### config.mk
export PLATFORM = sky130hd
export DESIGN_NAME = regfile_wb_arbiter
export DESIGN_NICKNAME = d
export VERILOG_FILES = /design/src/rtl/regfile_wb_arbiter.sv
export SDC_FILE = /design/constraint.sdc
export NUM_CORES = 1
export LEC_CHECK = 0
export BUFFER_PORTS_ARGS = -buffer_cell sky130_fd_sc_hd__buf_2
export CAP_MARGIN = 20
export CORE_ASPECT_RATIO = 0.6
export CORE_MARGIN = 10
export CORE_UTILIZATION = 40
export DETAILED_ROUTE_END_ITERATION = 7
export GPL_ROUTABILITY_DRIVEN = 0
export PLACE_DENSITY = 0.76
export SYNTH_ARGS = -nofsm -noshare
export SYNTH_HDL_FRONTEND = slang
export SYNTH_SLANG_ARGS = --single-unit
### constraint.sdc
create_clock -name clk -period 3.2 [get_ports clk]
set_input_delay 0.16 -clock clk [delete_from_list [all_inputs] [get_ports clk]]
set_output_delay 0.16 -clock clk [all_outputs]
set_load 0.02 [all_outputs]
### src/rtl/regfile_wb_arbiter.sv
// Write-back arbiter for the register file's single write port: round-robin between
// the pipeline (req0) and the long-latency unit (req1), pending-write scoreboard and RAW hazard flags.
module regfile_wb_arbiter #(
  parameter int DATA_W  = 32,
  parameter int ADDR_W  = 5,
  parameter int DROP_R0 = 1
) (
  input  logic              clk,
  input  logic              reset,
  input  logic              req0_valid,
  input  logic [ADDR_W-1:0] req0_reg,
  input  logic [DATA_W-1:0] req0_data,
  output logic              req0_ready,
  input  logic              req1_valid,
  input  logic [ADDR_W-1:0] req1_reg,
  input  logic [DATA_W-1:0] req1_data,
  output logic              req1_ready,
  input  logic              issue_valid,
  input  logic [ADDR_W-1:0] issue_reg,
  output logic              issue_ready,
  input  logic [ADDR_W-1:0] chk_reg1,
  input  logic [ADDR_W-1:0] chk_reg2,
  output logic              hazard1,
  output logic              hazard2,
  output logic              RegWrite,
  output logic [ADDR_W-1:0] WriteRegister,
  output logic [DATA_W-1:0] WriteData
);

  localparam int NREGS = 2 ** ADDR_W;

  // last_grant_q: 1 means req1 was granted last, so req0 wins the next tie
  logic              last_grant_q, last_grant_d;
  logic [NREGS-1:0]  pending_q, pending_d;
  logic              regwrite_q, regwrite_d;
  logic [ADDR_W-1:0] wreg_q, wreg_d;
  logic [DATA_W-1:0] wdata_q, wdata_d;
  logic              grant0, grant1;

  function automatic logic is_dropped(input logic [ADDR_W-1:0] r);
    return (DROP_R0 != 0) && (r == '0);
  endfunction

  assign grant0 = req0_valid && (!req1_valid || last_grant_q);
  assign grant1 = req1_valid && (!req0_valid || !last_grant_q);

  assign req0_ready  = grant0;
  assign req1_ready  = grant1;
  assign issue_ready = is_dropped(issue_reg) || !pending_q[issue_reg];

  assign hazard1 = !is_dropped(chk_reg1) &&
                   (pending_q[chk_reg1] || (regwrite_q && (wreg_q == chk_reg1)));
  assign hazard2 = !is_dropped(chk_reg2) &&
                   (pending_q[chk_reg2] || (regwrite_q && (wreg_q == chk_reg2)));

  assign RegWrite      = regwrite_q;
  assign WriteRegister = wreg_q;
  assign WriteData     = wdata_q;

  always_comb begin
    last_grant_d = last_grant_q;
    pending_d    = pending_q;
    regwrite_d   = 1'b0;
    wreg_d       = wreg_q;
    wdata_d      = wdata_q;

    if (grant0) begin
      last_grant_d = 1'b0;
      if (!is_dropped(req0_reg)) begin
        regwrite_d = 1'b1;
        wreg_d     = req0_reg;
        wdata_d    = req0_data;
      end
    end else if (grant1) begin
      last_grant_d        = 1'b1;
      pending_d[req1_reg] = 1'b0;
      if (!is_dropped(req1_reg)) begin
        regwrite_d = 1'b1;
        wreg_d     = req1_reg;
        wdata_d    = req1_data;
      end
    end

    // Applied after the clear so a same-cycle issue to the retiring register stays pending
    if (issue_valid && issue_ready && !is_dropped(issue_reg)) begin
      pending_d[issue_reg] = 1'b1;
    end
  end

  always_ff @(posedge clk) begin
    if (reset) begin
      last_grant_q <= 1'b1;
      pending_q    <= '0;
      regwrite_q   <= 1'b0;
      wreg_q       <= '0;
      wdata_q      <= '0;
    end else begin
      last_grant_q <= last_grant_d;
      pending_q    <= pending_d;
      regwrite_q   <= regwrite_d;
      wreg_q       <= wreg_d;
      wdata_q      <= wdata_d;
    end
  end

endmodule

==> summary.md <==
| Metric | Value |
|---|---|
| Post-CTS Hold Buffers | 0 |
| CTS resizes | 0 |
| Max Buffers Root-to-Sink | 2 |
| CTS buffer count | 9 |
| Syn Inst Count | 473 |
| Final non-filler cell total | 721 |
| Pre-CTS setup slack | 0.956 ns |
| First-pass GRT wire length | 23.0 mm |
| Least-Margin Pin Slew | 0.814 ns |
| FF-to-FF setup slack | 1.01 ns |
| Avg Cell Area, Syn | 8.82 um2 |
| Max-cap check violation count | 0 |
| Ys async rst share | 0 |
| CP max stage delay | 0.51 ns |
| Detailed-route wire length per cell | 20.7 um |
| Top-count cell post-synth | nand2_1 |
| Mapped Nets | 567 |
| Initial core utilization | 0.417 |
| Total GRT Usage | 0.185 |
| Final instance area | 0.00511 mm2 |
| Slowest-stage cell, CP | mux4_2 |
| Share of cells above drive strength 1 | 0.324 |
| # DRC | 0 |
| I/O pin count | 137 |
| Worst setup margin | 0.940 ns |
| Highest Signal Layer | met4 |
| EDFF count, synth | 0 |
| Top delay family on crit path | compound AO/OA/AOI/OAI gates |
| Port Buffer Count | 136 |
| Met2 wire length | 6.32 mm |
| Final net count | 676 |
| WS Path Type | reg -> out |
| Layout Skew | 0.00458 ns |
| Clock slew at reported path FFs | 0.06 ns |
| Total leakage power | 0.00216 uW |
| DIE HEIGHT | 99.1 um |
| Relative slew margins | 0.458 |
| Placed cell area | 0.00483 mm2 |
| Post-synthesis sequential area ratio | 0.341 |
| Core area | 0.0100 mm2 |
| Hold Path Cell Cnt | 3 |
| DPL Wire Length | 11.6 mm |
| Worst R2R Path Depth | 6 |
| Initial DRC count | 442 |
| Post-route antenna net violation count | 0 |
| Pin count of the biggest net entering global routing | 46 |
| Cell mode on critical path | a21oi_1 |
| Die Width | 152 um |
| WP buf/inv | 1 |
| Fin crit share | 0.706 |
| Met1 Wirelength | 6.70 mm |
| Number of global-route vias before repair | 4,195 |
| Fillers | 974 |
| Worst Setup Start Kind | register |
| Status | completed |
| Top-area cell type share of the netlist area | 0.341 |
| FP Rows | 28 |
| RSZ-0062 raised after global routing | false |
| Hold crit path type | in -> reg |
| CTS Sinks | 71 |
| Drt pass-1 iters | 5 |
| Clock latency on the worst-skew pair | 0.33 ns |
| Setup_tns | 0 ns |
| Worst path cell trace | mux4_2 > a21oi_1 > o21ai_0 > a221oi_1 > a21oi_1 > buf_2 |
| Synth warnings | 0 |
| Root Driver | clkbuf_16 |
| Largest cells by area after synthesis | dfxtp_1 34%, mux4_2 10%, nand2_1 9.3% |
| H-tree levels | 3 |
| Antenna Cells | 0 |
| Synth Cell Area | 0.00417 mm2 |
| Post-placement cell count | 706 |
| CP max FO | 4 |
| PD cells | 473 mW/mm2 |
| Worst EP required | 3.04 ns |
| Area Overhead vs Synth | 22.5% |
| Setup crit end kind | output port |
| Full die area | 0.0151 mm2 |
| Endpoints failing hold | 0 |
| CTS tree | done |
| Total power | 2420 uW |
| Commonest cells post-synth | 103 x nand2_1, 71 x dfxtp_1, 51 x nor2_1, 33 x a311oi_1, 21 x clkbuf_1 |
| Yosys reg bits | 71 |
| Tmin final | 2.26 ns |
| Drt via density | 5.98 |
| WL met3 | 1.80 mm |
| Setup Buffers After CTS | 0 |
| Ys flop type | dfxtp_1 |
| Routed via count | 4,312 |
| Critical path depth in cells | 6 |
| Grt ovf | 0 |
| Setup violations, final | 0 |
| Initial antenna violation count | 0 |
| Yosys top cell by area | dfxtp_1 |
| VDD IR-drop max | 0.260 mV |
| Post-synth cell types | 52 |
| Final wirelength | 14.9 mm |
| Crit path arrival time | 2.10 ns |
| Fmax | 443 MHz |
| Fin. max-slew vios | 0 |
## stage by stage
step	utilization	hold slack [ns]
final	0.510	0.0772
after floorplan	-	0.293
after global placement	0.480	0.414
after detailed placement	0.482	0.416
after CTS	0.510	0.0632
after global routing	0.510	0.0835
## per-layer routing
layer,up-vias,GRT usage
met2,238,0.264
li1,1982,-
met4,0,0.0376
met1,2078,0.255
met5,-,0
met3,14,0.0740
## where the power goes
group | leakage [uW] | internal (uW) | switching [uW]
clock network | 0.000135 | 596 | 361
logic | 0.00144 | 179 | 300
registers | 0.000583 | 939 | 42.0
total | 0.00216 | 1710 | 703
## sequential cells by signal, indices dropped and copies added (netlist names)
| name | cells |
|---|---|
| WriteData | 32 |
| pending_q | 32 |
| last_grant_q | 1 |
| WriteRegister | 5 |
| RegWrite | 1 |
## logic make-up after synthesis
group / Yosys count / share of synthesized area
muxes: 30 / 0.141
xor gates and xnor gates: 9 / 0.0189
and+or+nand+nor: 200 / 0.217
DFF: 71 / 0.341
buffers and inverters: 53 / 0.0746
AOI/OAI and AO/OA: 110 / 0.208
## worst register-to-register path, stage by stage (launching register included)
cell and delay (ns):
dfxtp_1 0.34, nand2_1 0.08, nand2_1 0.13, o22ai_4 0.62, buf_4 0.53, nor2_1 0.10, a311oi_1 0.29
## path summary, 6_finish.rpt
kind                               startpoint          endpoint
worst max-delay path             pending_q[3]           hazard1
worst min-delay path               req1_valid      last_grant_q
worst min register to register  WriteData[30]     WriteData[30]
worst max register to register   last_grant_q  WriteRegister[3]
## area by class of cell
class | instances | area, um2 | area share
flip-flops and latches | 71 | 1420 | 0.278
repair buffers | 141 | 738 | 0.144
clock inverters | 4 | 47.5 | 0.00930
multi-input cells | 349 | 2470 | 0.482
clock buffers | 11 | 233 | 0.0455
inverters | 10 | 37.5 | 0.00734
well taps | 135 | 169 | 0.0330
## placed cells by master (no fill, tap or decap), types with 6 or more instances in the layout
master and n:
buf_2 136, nand2_1 103, dfxtp_1 71, nor2_1 51
a311oi_1 33, mux4_2 19, o21ai_0 17, o311ai_0 13
inv_1 10, clkbuf_16 9, mux2i_1 8, xor2_1 7
nand3_1 7, o211ai_1 7, o21ai_1 7, a21oi_1 6
a32o_1 6
No activity file was read; power rests on OpenSTA's default activity.
